[config.mk]
export PLATFORM = sky130hd
export DESIGN_NAME = eco32f_fetch
export DESIGN_NICKNAME = d
export VERILOG_FILES = /design/src/rtl/eco32f_fetch_pkg.sv /design/src/rtl/eco32f_fetch_skid.sv /design/src/rtl/eco32f_fetch.sv
export SDC_FILE = /design/constraint.sdc
export NUM_CORES = 1
export LEC_CHECK = 0
export CAP_MARGIN = 20
export CORE_MARGIN = 2
export CORE_UTILIZATION = 57
export DETAILED_ROUTE_END_ITERATION = 8
export PLACE_DENSITY = 0.89
export SYNTH_ARGS = -nofsm -noshare
export SYNTH_HDL_FRONTEND = slang
export SYNTH_SLANG_ARGS = --single-unit
[constraint.sdc]
create_clock -name clk -period 5.05 [get_ports clk]
set_input_delay 1.01 -clock clk [delete_from_list [all_inputs] [get_ports clk]]
set_output_delay 1.01 -clock clk [all_outputs]
set_load 0.01 [all_outputs]
[src/rtl/eco32f_fetch_pkg.sv]
// Shared definitions for the eco32f fetch stage.
//   - reset PC and nop encoding
//   - fetch FSM state encodings
//   - exception flag bundle and fetched-item record
//   - helper that builds a nop bubble for a given PC
package eco32f_fetch_pkg;

   localparam logic [31:0] ECO32F_RESET_PC = 32'he0000000;
   localparam logic [31:0] ECO32F_INSN_NOP = 32'h00000000;

   typedef enum logic [2:0] {
      ECO32F_FETCH_IDLE  = 3'd0,
      ECO32F_FETCH_REQ   = 3'd1,
      ECO32F_FETCH_DROP  = 3'd2,
      ECO32F_FETCH_HOLD  = 3'd3,
      ECO32F_FETCH_FAULT = 3'd4
   } fetch_state_e;

   typedef struct packed {
      logic ibus_fault;
      logic itlb_kmiss;
      logic itlb_umiss;
      logic itlb_invalid;
      logic itlb_priv;
   } fetch_exc_t;

   typedef struct packed {
      logic [31:0] pc;
      logic [31:0] insn;
      fetch_exc_t  exc;
   } fetch_item_t;

   function automatic fetch_item_t bubble_item(input logic [31:0] pc);
      fetch_item_t item;
      item.pc   = pc;
      item.insn = ECO32F_INSN_NOP;
      item.exc  = '0;
      return item;
   endfunction

endpackage

[src/rtl/eco32f_fetch_skid.sv]
// One-entry skid buffer holding a fetched item while decode is stalled.
// Ports:
//   clk, rst      clock, asynchronous active-low reset
//   load, item_d  capture item_d (buffer must be empty)
//   unload        mark the entry consumed
//   clear         discard the entry (highest priority)
//   item_q, full  stored entry and its valid flag
module eco32f_fetch_skid
   import eco32f_fetch_pkg::*;
(
   input  logic        clk,
   input  logic        rst,
   input  logic        load,
   input  logic        unload,
   input  logic        clear,
   input  fetch_item_t item_d,
   output fetch_item_t item_q,
   output logic        full
);

   fetch_item_t entry_d, entry_q;
   logic        full_d, full_q;

   always_comb begin
      entry_d = entry_q;
      full_d  = full_q;
      if (clear) begin
         full_d = 1'b0;
      end else if (load) begin
         entry_d = item_d;
         full_d  = 1'b1;
      end else if (unload) begin
         full_d = 1'b0;
      end
   end

   always_ff @(posedge clk or negedge rst) begin
      if (!rst) begin
         entry_q <= bubble_item(ECO32F_RESET_PC);
         full_q  <= 1'b0;
      end else begin
         entry_q <= entry_d;
         full_q  <= full_d;
      end
   end

   assign item_q = entry_q;
   assign full   = full_q;

endmodule

[src/rtl/eco32f_fetch.sv]
// eco32f instruction fetch stage: owns the PC and the instruction bus
// master and delivers registered id_* to decode.
// Ports:
//   clk, rst                clock, asynchronous active-low reset
//   id_stall                hold id_* and do not accept a new instruction
//   redirect, redirect_pc   branch/exception redirect pulse and target
//   ibus_*                  instruction bus master (req/adr out, ack/err/dat in)
//   itlb_*                  TLB result for ibus_adr
//   id_pc, id_insn, id_exc_* instruction and fetch exceptions for decode
// Optional: define ECO32F_FETCH_TIMEOUT_EN to add a bus-ack watchdog that
// terminates a request as a bus error after TIMEOUT_CYCLES idle cycles.
module eco32f_fetch
   import eco32f_fetch_pkg::*;
#(
   parameter logic [31:0] RESET_PC       = ECO32F_RESET_PC,
   parameter int unsigned TIMEOUT_CYCLES = 255
) (
   input  logic        clk,
   input  logic        rst,
   input  logic        id_stall,
   input  logic        redirect,
   input  logic [31:0] redirect_pc,
   output logic        ibus_req,
   output logic [31:0] ibus_adr,
   input  logic        ibus_ack,
   input  logic        ibus_err,
   input  logic [31:0] ibus_dat,
   input  logic        itlb_kmiss,
   input  logic        itlb_umiss,
   input  logic        itlb_invalid,
   input  logic        itlb_priv,
   output logic [31:0] id_pc,
   output logic [31:0] id_insn,
   output logic        id_exc_ibus_fault,
   output logic        id_exc_itlb_kmiss,
   output logic        id_exc_itlb_umiss,
   output logic        id_exc_itlb_invalid,
   output logic        id_exc_itlb_priv
);

   fetch_state_e state_d, state_q;
   logic [31:0]  pc_d, pc_q;
   logic [31:0]  adr_d, adr_q;
   logic         req_d, req_q;
   fetch_item_t  id_d, id_q;

   logic         tlb_hit, timeout, fault_term, term, fetch_valid;
   fetch_item_t  fetched, skid_item;
   logic         skid_load, skid_unload, skid_full;

`ifdef ECO32F_FETCH_TIMEOUT_EN
   localparam int TO_W = $clog2(TIMEOUT_CYCLES + 1);
   logic [TO_W-1:0] to_cnt_d, to_cnt_q;

   // Watchdog: counts unterminated cycles of an outstanding request.
   always_comb begin
      to_cnt_d = '0;
      if (req_q && !term && !redirect)
         to_cnt_d = to_cnt_q + 1'b1;
   end

   always_ff @(posedge clk or negedge rst) begin
      if (!rst) to_cnt_q <= '0;
      else      to_cnt_q <= to_cnt_d;
   end

   assign timeout = req_q && (to_cnt_q == TO_W'(TIMEOUT_CYCLES));
`else
   assign timeout = 1'b0;
`endif

   // Termination of the outstanding request; TLB flags end it without an ack.
   always_comb begin
      tlb_hit    = itlb_kmiss | itlb_umiss | itlb_invalid | itlb_priv;
      fault_term = tlb_hit | ibus_err | timeout;
      term       = req_q & (fault_term | ibus_ack);

      // Only one exception flag survives: TLB flags first, then bus fault.
      fetched.pc               = adr_q;
      fetched.insn             = fault_term ? ECO32F_INSN_NOP : ibus_dat;
      fetched.exc              = '0;
      fetched.exc.itlb_kmiss   = itlb_kmiss;
      fetched.exc.itlb_umiss   = !itlb_kmiss && itlb_umiss;
      fetched.exc.itlb_invalid = !itlb_kmiss && !itlb_umiss && itlb_invalid;
      fetched.exc.itlb_priv    = !itlb_kmiss && !itlb_umiss && !itlb_invalid && itlb_priv;
      fetched.exc.ibus_fault   = !tlb_hit && (ibus_err || timeout);

      fetch_valid = (state_q == ECO32F_FETCH_REQ) && term && !redirect;
   end

   // State register.
   always_ff @(posedge clk or negedge rst) begin
      if (!rst) state_q <= ECO32F_FETCH_IDLE;
      else      state_q <= state_d;
   end

   // Next-state logic; a redirect overrides everything except a pending
   // unterminated request, which must be drained through DROP.
   always_comb begin
      state_d = state_q;
      case (state_q)
         ECO32F_FETCH_IDLE: state_d = ECO32F_FETCH_REQ;
         ECO32F_FETCH_REQ: begin
            if (redirect)
               state_d = term ? ECO32F_FETCH_REQ : ECO32F_FETCH_DROP;
            else if (term && fault_term)
               state_d = ECO32F_FETCH_FAULT;
            else if (term && id_stall)
               state_d = ECO32F_FETCH_HOLD;
         end
         ECO32F_FETCH_DROP: begin
            if (term) state_d = ECO32F_FETCH_REQ;
         end
         ECO32F_FETCH_HOLD: begin
            if (redirect || !id_stall) state_d = ECO32F_FETCH_REQ;
         end
         ECO32F_FETCH_FAULT: begin
            if (redirect) state_d = ECO32F_FETCH_REQ;
         end
         default: state_d = ECO32F_FETCH_IDLE;
      endcase
   end

   // Datapath: PC, bus address/request, skid control and id_* update.
   // The bus address only moves when a new request is launched, so it
   // stays stable during DROP while pc already holds the redirect target.
   always_comb begin
      pc_d = pc_q;
      if (redirect)
         pc_d = redirect_pc & ~32'h3;
      else if (fetch_valid && !fault_term)
         pc_d = pc_q + 32'd4;

      req_d = (state_d == ECO32F_FETCH_REQ) || (state_d == ECO32F_FETCH_DROP);
      adr_d = (state_d == ECO32F_FETCH_REQ) ? pc_d : adr_q;

      skid_load   = fetch_valid && id_stall;
      skid_unload = skid_full && !id_stall && !redirect;

      id_d = id_q;
      if (redirect)
         id_d = bubble_item(pc_q);
      else if (!id_stall) begin
         if (fetch_valid)    id_d = fetched;
         else if (skid_full) id_d = skid_item;
         else                id_d = bubble_item(pc_q);
      end
   end

   always_ff @(posedge clk or negedge rst) begin
      if (!rst) begin
         pc_q  <= RESET_PC;
         adr_q <= RESET_PC;
         req_q <= 1'b0;
         id_q  <= bubble_item(RESET_PC);
      end else begin
         pc_q  <= pc_d;
         adr_q <= adr_d;
         req_q <= req_d;
         id_q  <= id_d;
      end
   end

   eco32f_fetch_skid u_skid (
      .clk    (clk),
      .rst    (rst),
      .load   (skid_load),
      .unload (skid_unload),
      .clear  (redirect),
      .item_d (fetched),
      .item_q (skid_item),
      .full   (skid_full)
   );

   assign ibus_req            = req_q;
   assign ibus_adr            = adr_q;
   assign id_pc               = id_q.pc;
   assign id_insn             = id_q.insn;
   assign id_exc_ibus_fault   = id_q.exc.ibus_fault;
   assign id_exc_itlb_kmiss   = id_q.exc.itlb_kmiss;
   assign id_exc_itlb_umiss   = id_q.exc.itlb_umiss;
   assign id_exc_itlb_invalid = id_q.exc.itlb_invalid;
   assign id_exc_itlb_priv    = id_q.exc.itlb_priv;

endmodule
Yosys cells after proc, flatten, opt, wreduce, memory -nomap -nowiden. Cells that the tools add are included.

Logic and storage cells: 78. Bits in read-only memories: 0. Register bits after elaboration: 207. Memories kept: 0. Bits in latches: 0. Output and inout port bits: 102. RAM bits: 0.

Shifts and indexed selects: 0. Multipliers: 0. Reduce and logical (&&, ||, !) cells: 26. Muxes and demuxes: 18. Magnitude comparators: 0. Bitwise gates (word level): 7. Eq/ne operators: 7. Divide/modulo/power cells: 0. $add $sub $neg: 1.

Operators with widths (count): $mux W69 (4); $mux W32 (3); $add A32 B3 Y32 const B (1); $mux W3 (6); $pmux W3 S5 (1); $logic_and A1 B1 Y1 (14); $eq A3 B2 Y1 const B (3); $logic_not A1 Y1 (7); $eq A3 B1 Y1 const B (2); $or A1 B1 Y1 (5); $eq A3 B3 Y1 const B (1); $logic_not A3 Y1 (1); $mux W1 (3); $reduce_bool A3 Y1 (1); $logic_or A1 B1 Y1 (2); $mux W2 (1); $ne A2 B1 Y1 const B (1); $reduce_and A2 Y1 (1); $and A1 B1 Y1 (1); $not A1 Y1 (1).

Depth between registers and ports, before layout. Gate-level depths: netlist of the first run.

Depth in word-level cells: 13. Mapped depth: 8. Mapped depth without buffers: 6.

Cells and area by module. Synthesis of the first run repeated with hierarchy kept, for this count alone.

Cells, all modules: 976. Area, all modules: 10410.0 µm².

Modules (own cells, without submodules): eco32f_fetch (sequential area each 3439.5 µm², cells each 825, area an instance 7748.7 µm², instances 1); eco32f_fetch_skid (sequential area each 1755.4 µm², cells each 151, area an instance 2661.3 µm², instances 1).

Worst setup path after synthesis of the first run. OpenSTA, ideal clock, no wires.

Path kind: input to register. Start point: input port itlb_umiss. End point: register adr_q[24], in the netlist ibus_adr[24]. Stages: 8. Data required time: 4.925 ns. Data arrival time: 3.170 ns. Path slack: 1.755 ns. Library setup time: 0.125 ns. Buffers on the path: 3. Cell sequence: or4_1 -> buf_4 -> or4_4 -> buf_2 -> buf_2 -> o31ai_1 -> o211ai_2 -> mux2_2.

Elaborated cells on any way between the ends: 21.

RTL lines: from (decl) (RTL line eco32f_fetch.sv:29) `input logic itlb_umiss,`; $or A1 B1 Y1 (*) (3 in series) (RTL line eco32f_fetch.sv:74) `tlb_hit = itlb_kmiss | itlb_umiss | itlb_invalid | itlb_priv;`; $or A1 B1 Y1 (*) (RTL line eco32f_fetch.sv:75) `fault_term = tlb_hit | ibus_err | timeout;`; $or A1 B1 Y1 (RTL line eco32f_fetch.sv:76) `term = req_q & (fault_term | ibus_ack);`; $and A1 B1 Y1 (RTL line eco32f_fetch.sv:76); $logic_and A1 B1 Y1 (2 in series) (RTL line eco32f_fetch.sv:88) `fetch_valid = (state_q == ECO32F_FETCH_REQ) && term && !redirect;`; $logic_and A1 B1 Y1 (*) (RTL line eco32f_fetch.sv:131) `else if (fetch_valid && !fault_term)`; $mux W32 (*) (RTL line eco32f_fetch.sv:131); $mux W32 (*) (RTL line eco32f_fetch.sv:129) `if (redirect)`; named net pc_d[24] (RTL line eco32f_fetch.sv:42) `logic [31:0] pc_d, pc_q;`; to (signal assigned) (RTL line eco32f_fetch.sv:158) `adr_q <= adr_d;`; to (decl) (RTL line eco32f_fetch.sv:43) `logic [31:0] adr_d, adr_q;`.

The timed path passes the listed nets; every way through them passes the cells marked *. A chain may end at the register's enable or synchronous reset.

Final worst setup path of the first run.
Start point: input port itlb_kmiss. End point: register adr_q[19], in the netlist ibus_adr[19].

Elaborated cells on any way between the ends: 21.

RTL lines: from (decl) (RTL line eco32f_fetch.sv:28) `input logic itlb_kmiss,`; $or A1 B1 Y1 (*) (3 in series) (RTL line eco32f_fetch.sv:74); $or A1 B1 Y1 (*) (RTL line eco32f_fetch.sv:75); $or A1 B1 Y1 (RTL line eco32f_fetch.sv:76); $and A1 B1 Y1 (RTL line eco32f_fetch.sv:76); $logic_and A1 B1 Y1 (2 in series) (RTL line eco32f_fetch.sv:88); $logic_and A1 B1 Y1 (*) (RTL line eco32f_fetch.sv:131); $mux W32 (*) (RTL line eco32f_fetch.sv:131); $mux W32 (*) (RTL line eco32f_fetch.sv:129); named net pc_d[19] (RTL line eco32f_fetch.sv:42).

Marked as above.

==> flow_summary_export.csv, run 1 <==
group,metric,value,unit
worst_setup_path,path_cells,"clkdlybuf4s50_1 -> or4_1 -> or4_4 -> or4_1 -> o311ai_2 -> mux2_2",
timing,fmax,280,MHz
global_routing,grt_remaining_overflow,0,
cells_and_area,fillers,1170,
timing,min_period_over_period,70.6,%
timing,skew,0.0129,ns
floorplan,core_area,17300,sq um
logic_synthesis,synth_top_area_share,48.4,%
clock_tree,cts_root_buf,"clkbuf_16",
clock_tree,cts_hold_buf,0,
detailed_routing,vias,8122,
cells_and_area,final_nets,1100,
timing,period_minus_slack,3.57,ns
detailed_routing,ant_nets,0,
timing,setup_tns,0,ns
placed_design,dpl_cell_area,11700,sq um
worst_setup_path,crit_family,"simple AND/OR/NAND/NOR gates",
cells_and_area,fin_area,12400,sq um
logic_synthesis,synth.avg_cell_area,11.0,sq um
clock_tree,clk_latency,0.50,ns
worst_setup_path,path_depth,6,
logic_synthesis,syn_nets,993,
worst_hold_path,hp-class,"reg2reg",
worst_setup_path,critPathKind,"in2reg",
timing,setup_violations,0,
detailed_routing,drc,0,
logic_synthesis,synth.distinct_cells,62,
placed_design,dp_hpwl,17500,microns
cells_and_area,antenna_cells,0,
cells_and_area,final_cell_mix,"dfrtp_1 (195), clkdlybuf4s50_1 (171), mux2_2 (88)",
timing,slew_headroom,32.8,%
global_routing,grt_max_degree,111,
detailed_routing,via_per_inst,6.43,
logic_synthesis,yosysTopAreaCell,"dfrtp_1",
timing,setup_ws,1.48,ns
detailed_routing,drt-total-wl,26900,microns
status,status,"finished clean",
timing,tightest_slew,1.01,ns
floorplan,die_h,137,microns
logic_synthesis,synthArstFlopShare,100,%
worst_setup_path,endpoint,"ibus_adr[19]",
worst_setup_path,timing.reg2reg.setup_slack,2.22,ns
logic_synthesis,yosys_warnings,0,
cells_and_area,drive_gt1_share,16.5,%
global_routing,grt_pass1_vias,7979,
floorplan,die_x,137,microns
worst_setup_path,critPathLaunch,"itlb_kmiss",
worst_setup_path,crit_required,5.49,ns
worst_setup_path,end_kind,"flip-flop",
clock_tree,cts_tree,"built",
clock_tree,clkSinkCount,207,
worst_setup_path,worstPathArrival,4.00,ns
timing,drv_slew,0,
clock_tree,cts.reportedPaths.clkPinSlew,0.06,ns
worst_setup_path,cp_num_buf_inv,1,
power_and_ir_drop,peakVddDrop,0.304,mV
placed_design,placed_cells,1227,
logic_synthesis,synth-seq-cells,207,
job,max-cap-violations,0,
worst_setup_path,cpMostUsedCell,"or4_1",
timing,hold_viol,0,
detailed_routing,detail_route.wl_per_cell,21.3,microns
cells_and_area,final_util,71.7,%
worst_setup_path,slowest_stage,"or4_4",
logic_synthesis,postSynthCellCount,918,
worst_setup_path,startpoint_type,"primary input",
timing,grt_setup_unrepaired,"false",
logic_synthesis,synth_edf_count,0,
logic_synthesis,synth.yosys.seq_area_share,51.5,%
placed_design,dp_slack,1.02,ns
worst_setup_path,worst_r2r_path_depth,5,
clock_tree,clockBufferDepth,3,
logic_synthesis,synth-main-ff-cell,"dfrtp_1",
worst_setup_path,cp_slowest_stage_delay,0.75,ns
logic_synthesis,syn_area,10100,sq um
worst_setup_path,r2r-end,"ibus_adr[19]",
logic_synthesis,synth.top_cells.by_area,"dfrtp_1 (48%), mux2_2 (9.8%), mux2i_1 (3.3%), dfstp_2 (3.1%), a22oi_1 (2.9%)",
worst_setup_path,worstReg2RegStart,"state_q[1]",
clock_tree,post-cts-setup-buffers,0,
power_and_ir_drop,power_density,464,nW/um^2
floorplan,ios,176,
detailed_routing,drtIter0Drc,624,
floorplan,dieArea,18800,sq um
worst_setup_path,worstPathMaxFanout,30,
floorplan,rows,48,
cells_and_area,area_growth,22.9,%
global_routing,grt_pass1_wl,42000,microns
floorplan,start_util,58.3,%
detailed_routing,first_pass_iters,8,
placed_design,gp_congestion,0.855,
global_routing,antenna_found_initial,0,
clock_tree,htreeDepth,1,
cells_and_area,final_common_cell,"dfrtp_1",
global_routing,grt_usage,28.5,%
cells_and_area,fin_cells,1264,
placed_design,portBuffers,173,
clock_tree,cts_resized,0,
power_and_ir_drop,p_leak,0.00517,uW
clock_tree,cts_buffers,21,
==> logic make-up (layout without fill, tap and decap cells) <==
logic type,after synthesis,after routing,share of synthesized area [%]
xor gates and xnor gates,1,1,0.0868
and+or+nand+nor,253,253,13.2
AOI/OAI and AO/OA,215,215,15.7
muxes,127,127,13.8
buffers and inverters,114,235,5.61
adders and majority gates,1,1,0.124
DFF,207,207,51.5
==> worst min-delay path by stage <==
stage | from | to | slack [ns] | depth (start not counted)
2_1_floorplan | u_skid.item_q[0] | u_skid.item_q[0] | 0.44 | 2
3_3_place_gp | u_skid.item_q[2] | u_skid.item_q[2] | 0.46 | 2
3_5_place_dp | u_skid.item_q[0] | u_skid.item_q[0] | 0.47 | 2
4_1_cts | u_skid.item_q[0] | u_skid.item_q[0] | 0.48 | 2
5_1_grt | u_skid.item_q[59] | u_skid.item_q[59] | 0.51 | 1
6_report | u_skid.item_q[0] | u_skid.item_q[0] | 0.47 | 2
==> layer usage <==
layer  track usage, %  wire length [microns]  vias to the layer above
met5                0                      0                        -
met4             10.2                    675                        0
met3             5.89                   2080                       46
met2             47.1                  13400                      370
met1             37.3                  10700                     4076
li1                 -                      -                     3630
==> through the flow <==
step / hold slack (ns) / total power, uW
finish: 0.474 / 5760
global route: 0.513 / 6010
CTS: 0.481 / 5770
detailed placement: 0.467 / 4240
global placement: 0.456 / 4150
floorplan: 0.442 / 3600
==> state kept, by name, summed over array words and instances (netlist names) <==
register             count
u_skid.item_q           69
ibus_adr                32
id_insn                 32
id_pc                   32
pc_q                    32
state_q                  3
ibus_req                 1
id_exc_ibus_fault        1
id_exc_itlb_invalid      1
id_exc_itlb_kmiss        1
id_exc_itlb_priv         1
id_exc_itlb_umiss        1
u_skid.full              1
==> worst register-to-register path, delay by kind of cell, from the launching register on <==
family	cells	cell delay [ns]
and+or+nand+nor	3	1.83
AOI/OAI and AO/OA	1	0.26
DFF	1	0.50
muxes	1	0.20
==> power by group <==
| group | switching, uW | internal, uW | total (uW) |
|---|---|---|---|
| Sequential | 358 | 2060 | 2420 |
| Combinational | 819 | 994 | 1810 |
| Clock | 635 | 888 | 1520 |
==> synthesized netlist by cell type, types with 33 or more instances <==
| cell | count |
|---|---|
| dfrtp_1 | 195 |
| mux2_2 | 88 |
| nor2_1 | 66 |
| clkbuf_1 | 61 |
| o21ai_0 | 50 |
| a22oi_1 | 39 |
| nor3_1 | 39 |
| nand2_1 | 37 |
| a221oi_1 | 33 |
| a22o_1 | 33 |
| buf_4 | 33 |
| mux2i_1 | 33 |
==> cell type report <==
cell class,count,area (sq um),share of cell area (%)
multi-input combinational,597,4350,35.1
inverter,6,22.5,0.182
clock inverter,9,76.3,0.616
tap,225,282,2.27
timing repair buffer,192,1880,15.1
clock buffer,28,602,4.85
sequential,207,5190,41.9
No activity file was read; power rests on OpenSTA's default activity.
==> inputs of run 2 (changes only) <==
Settings changed: CORE_UTILIZATION 57 to 53, PLACE_DENSITY 0.89 to 0.84.
Clock period 5.05 ns to 3.4 ns, I/O delays scaled along.
==> flow_summary_export.csv, run 2 (same netlist as run 1, synthesis figures left out) <==
group,metric,value,unit
power_and_ir_drop,p_leak,0.00531,uW
worst_setup_path,end_kind,"flip-flop",
global_routing,grt_usage,27.1,%
global_routing,grt_remaining_overflow,0,
worst_setup_path,critPathKind,"in2reg",
clock_tree,cts_hold_buf,0,
timing,drv_slew,0,
clock_tree,cts_root_buf,"clkbuf_16",
status,status,"finished clean",
detailed_routing,first_pass_iters,6,
timing,timing.hold.ws,0.250,ns
timing,min_period_over_period,88.9,%
cells_and_area,drive_gt1_share,17.9,%
detailed_routing,vias,8311,
clock_tree,cts_buffers,23,
timing,period_minus_slack,3.02,ns
clock_tree,clockBufferDepth,3,
power_and_ir_drop,power,8730,uW
worst_setup_path,worstPathMaxFanout,24,
job,max-cap-violations,0,
detailed_routing,ant_nets,0,
clock_tree,cts_tree,"built",
floorplan,die_h,142,microns
floorplan,rows,50,
cells_and_area,fin_cells,1294,
clock_tree,clk_latency,0.50,ns
cells_and_area,fin_area,12700,sq um
power_and_ir_drop,peakVddDrop,0.441,mV
floorplan,core_area,18700,sq um
cells_and_area,final_cell_mix,"dfrtp_1 (195), clkdlybuf4s50_1 (171), mux2_2 (88)",
global_routing,grt_pass1_vias,8096,
clock_tree,clkSinkCount,207,
cells_and_area,largest_reg_flops,69,
timing,fmax,331,MHz
detailed_routing,via_per_inst,6.42,
timing,tightest_slew,0.783,ns
timing,slew_headroom,47.8,%
clock_tree,post-cts-setup-buffers,0,
detailed_routing,drt-total-wl,27300,microns
floorplan,start_util,53.9,%
worst_setup_path,crit_required,3.84,ns
power_and_ir_drop,power_density,689,nW/um^2
clock_tree,cts_resized,0,
placed_design,placed_cells,1255,
worst_hold_path,hp-class,"in2async",
floorplan,dieArea,20200,sq um
worst_setup_path,path_cells,"clkdlybuf4s50_1 -> or4_1 -> or4_4 -> buf_4 -> or3_1 -> a31oi_1 -> mux2_2",
worst_setup_path,crit_family,"simple AND/OR/NAND/NOR gates",
timing,hold_viol,0,
placed_design,gp_congestion,0.890,
worst_setup_path,path_depth,7,
timing,setup_violations,0,
worst_setup_path,worst_r2r_path_depth,6,
worst_setup_path,startpoint_type,"primary input",
cells_and_area,area_growth,25.6,%
worst_setup_path,cp_num_buf_inv,2,
placed_design,portBuffers,173,
placed_design,dpl_cell_area,12000,sq um
cells_and_area,antenna_cells,0,
detailed_routing,drc,0,
timing,setup_tns,0,ns
detailed_routing,drtIter0Drc,780,
worst_setup_path,worstPathArrival,3.46,ns
global_routing,grt_max_degree,95,
placed_design,dp_hpwl,17700,microns
floorplan,die_x,142,microns
worst_setup_path,slowest_stage,"or4_4",
cells_and_area,final_common_cell,"dfrtp_1",
timing,skew,0.0137,ns
timing,grt_setup_unrepaired,"false",
clock_tree,cts.reportedPaths.clkPinSlew,0.06,ns
clock_tree,htreeDepth,1,
floorplan,ios,176,
worst_setup_path,cp_slowest_stage_delay,0.71,ns
cells_and_area,final_nets,1121,
detailed_routing,detail_route.wl_per_cell,21.1,microns
global_routing,grt_pass1_wl,43600,microns
global_routing,antenna_found_initial,0,
run 2: cell types whose count changed in the layout (fill, tap and decap cells not counted):
cell and delta:
clkbuf_8 -1, buf_4 +13, clkbuf_1 +2, buf_12 +6, inv_6 +1, clkinv_4 -1
clkbuf_16 +2, clkinv_2 -1
run 2: final cells by class:
type                    instances  area [sq um]
clock buffers                  31           646
clock inverters                 8          71.3
fillers                      1379          6040
inverters                       6          22.5
multi-input cells             597          4350
flip-flops and latches        207          5190
well taps                     234           293
repair buffers                211          2090
run 2: path summary, 6_finish.rpt:
kind                                  start                 to  slack, ns
setup / recovery                 itlb_umiss        ibus_adr[5]       0.38
hold / removal                          rst           id_pc[6]       0.25
setup reg to reg                 state_q[1]        ibus_adr[5]       0.57
hold reg to reg            u_skid.item_q[0]   u_skid.item_q[0]       0.47
max in group asynchronous               rst  u_skid.item_q[60]       2.32
min in group clk           u_skid.item_q[0]   u_skid.item_q[0]       0.47
run 2: stage by stage:
stage	worst slack [ns]	util [%]
after floorplan	0.435	-
after global placement	-0.0723	63.9
after detailed placement	-0.103	63.9
after CTS	0.391	67.7
after global routing	0.306	67.7
final	0.379	67.7
run 2: worst register-to-register path, stage by stage, from the launching register on:
cell and delay, ns:
dfrtp_1 0.49, or4b_1 0.63, or4_4 0.62, buf_4 0.22, or3_1 0.34, a31oi_1 0.27
mux2_2 0.21
run 2: power by group:
| part | internal (uW) | switching [uW] | total [uW] |
|---|---|---|---|
| logic | 1540 | 1250 | 2790 |
| registers | 3060 | 510 | 3570 |
| clock network | 1400 | 961 | 2360 |
| total | 6010 | 2720 | 8730 |
run 2: layer usage:
metal / global-route usage (%) / wire, microns / vias to the layer above
met5: 0 / 0 / -
met4: 9.21 / 862 / 0
met3: 4.14 / 2010 / 57
met2: 45.0 / 13400 / 373
met1: 36.6 / 11100 / 4184
li1: - / - / 3697
==> inputs of run 3 (changes only) <==
Settings changed: CAP_MARGIN 20 to unset, GPL_TIMING_DRIVEN set to 0, SKIP_CTS_REPAIR_TIMING set to 1.
==> flow_summary_export.csv, run 3 (same netlist as run 1, synthesis figures left out) <==
group,metric,value,unit
power_and_ir_drop,combPwrFrac,33.6,%
global_routing,grt_max_degree,118,
worst_setup_path,crit_family,"buffers and inverters",
detailed_routing,vias,8637,
worst_setup_path,path_cells,"clkdlybuf4s50_1 -> clkbuf_1 -> inv_1 -> nor2_1 -> nand2_1 -> clkbuf_1 -> mux2_2",
power_and_ir_drop,power_density,704,nW/um^2
global_routing,grt_pass1_vias,8547,
job,max-cap-violations,0,
power_and_ir_drop,swShare,31.0,%
power_and_ir_drop,peakVddDrop,0.375,mV
worst_setup_path,worstPathMaxFanout,10,
clock_tree,cts_root_buf,"clkbuf_16",
cells_and_area,final_util,69.0,%
global_routing,grt_usage,28.4,%
power_and_ir_drop,p_switching,2820,uW
cells_and_area,drive_gt1_share,17.2,%
detailed_routing,ant_nets,0,
global_routing,grt_pass1_wl,45300,microns
worst_setup_path,slowest_stage,"nor2_1",
power_and_ir_drop,p_int,6270,uW
worst_setup_path,cpMostUsedCell,"clkbuf_1",
timing,min_period_over_period,96.2,%
status,status,"finished clean",
power_and_ir_drop,power,9090,uW
worst_setup_path,worstReg2RegStart,"state_q[2]",
worst_setup_path,cp_slowest_stage_delay,0.53,ns
placed_design,dp_hpwl,19700,microns
timing,drv_slew,0,
worst_hold_path,hp-class,"in2async",
detailed_routing,detail_route.wl_per_cell,21.0,microns
cells_and_area,final_common_cell,"dfrtp_1",
detailed_routing,first_pass_iters,5,
worst_setup_path,worst_r2r_path_depth,5,
global_routing,grt_remaining_overflow,0,
detailed_routing,via_per_inst,6.33,
clock_tree,cts_buffers,22,
worst_setup_path,end_kind,"flip-flop",
timing,period_minus_slack,3.27,ns
clock_tree,cts_tree,"built",
timing,setup_ws,0.128,ns
timing,fmax,306,MHz
clock_tree,clk_latency,0.51,ns
floorplan,die_x,142,microns
cells_and_area,largest_reg_flops,69,
global_routing,antenna_found_initial,0,
placed_design,dp_slack,-0.418,ns
detailed_routing,drt-total-wl,28600,microns
worst_setup_path,r2r-end,"ibus_adr[25]",
cells_and_area,fillers,1335,
detailed_routing,drc,0,
timing,skew,0.0219,ns
clock_tree,htreeDepth,1,
floorplan,dieArea,20200,sq um
worst_setup_path,startpoint_type,"primary input",
worst_setup_path,crit_required,3.79,ns
floorplan,start_util,53.9,%
cells_and_area,final_cell_mix,"dfrtp_1 (195), clkdlybuf4s50_1 (171), mux2_2 (88)",
power_and_ir_drop,p_leak,0.00540,uW
clock_tree,clockBufferDepth,3,
timing,setup_tns,0,ns
detailed_routing,drtIter0Drc,919,
worst_setup_path,timing.reg2reg.setup_slack,0.44,ns
cells_and_area,area_growth,28.0,%
power_and_ir_drop,clkPwrFrac,27.6,%
floorplan,die_h,142,microns
timing,grt_setup_unrepaired,"false",
floorplan,rows,50,
worst_setup_path,cp_num_buf_inv,4,
placed_design,portBuffers,172,
power_and_ir_drop,seq_power_share,38.8,%
clock_tree,clkSinkCount,207,
timing,setup_violations,0,
worst_setup_path,critPathKind,"in2reg",
clock_tree,cts.reportedPaths.clkPinSlew,0.06,ns
worst_setup_path,worstPathArrival,3.66,ns
cells_and_area,final_nets,1190,
floorplan,ios,176,
placed_design,gp_congestion,0.929,
timing,slew_headroom,39.2,%
floorplan,core_area,18700,sq um
timing,hold_viol,0,
cells_and_area,antenna_cells,0,
timing,tightest_slew,0.912,ns
run 3: cell types whose count changed in the layout (fill, tap and decap cells not counted), moves of 2 or more:
cell	before	now
clkbuf_1	4	59
clkbuf_2	0	7
buf_1	0	6
buf_12	6	0
buf_2	0	5
clkbuf_8	5	2
clkinvlp_4	1	4
bufinv_16	1	3
nand2_1	35	37
nand2_2	2	0
run 3: power groups by stage:
stage / Combinational [uW] / Clock (uW) / Sequential [uW]
4_1_cts: 3050 / 2530 / 3510
3_3_place_gp: 2940 / 0 / 3520
2_1_floorplan: 1900 / 0 / 3440
6_report: 3050 / 2510 / 3530
3_5_place_dp: 3030 / 0 / 3540
5_1_grt: 3280 / 2640 / 3600
run 3: layer usage:
metal / global-route usage, % / vias to the layer above / wire (microns)
met2: 46.7 / 430 / 13600
met1: 38.6 / 4293 / 11800
met5: 0 / - / 0
met3: 4.81 / 77 / 2250
li1: - / 3837 / -
met4: 9.42 / 0 / 961
run 3: cell type report:
class	instances	area (sq um)	share of cell area, %
Clock inverter	12	149	1.15
Tap cell	234	293	2.27
Timing Repair Buffer	173	1750	13.6
Buffer	108	552	4.27
Inverter	6	22.5	0.174
Clock buffer	28	614	4.76
Sequential cell	207	5190	40.2
Multi-Input combinational cell	597	4330	33.5
run 3: worst reg2reg max path, stage by stage, from the launching register on:
cell and delay (ns):
dfrtp_1 0.46, or4b_1 0.63, nor4_2 0.74, nand2_1 0.27, a311o_1 0.48, mux2_2 0.28
run 3: worst max path at each step:
| stage | start | end | cells past startpoint |
|---|---|---|---|
| floorplan | itlb_umiss | ibus_adr[24] | 8 |
| global placement | rst | id_insn[4] | 1 |
| detailed placement | itlb_kmiss | u_skid.item_q[34] | 9 |
| CTS | itlb_kmiss | u_skid.item_q[35] | 9 |
| global route | itlb_kmiss | ibus_adr[8] | 9 |
| finish | id_stall | u_skid.item_q[46] | 7 |
run 3: through the flow:
stage / instance area, sq um / std cells / hold WS [ns]
floorplan: 10100 / 918 / 0.384
global placement: 12100 / 1324 / 0.459
detailed placement: 12100 / 1325 / 0.467
CTS: 12900 / 1365 / 0.281
global route: 12900 / 1365 / 0.320
finish: 12900 / 1365 / 0.192
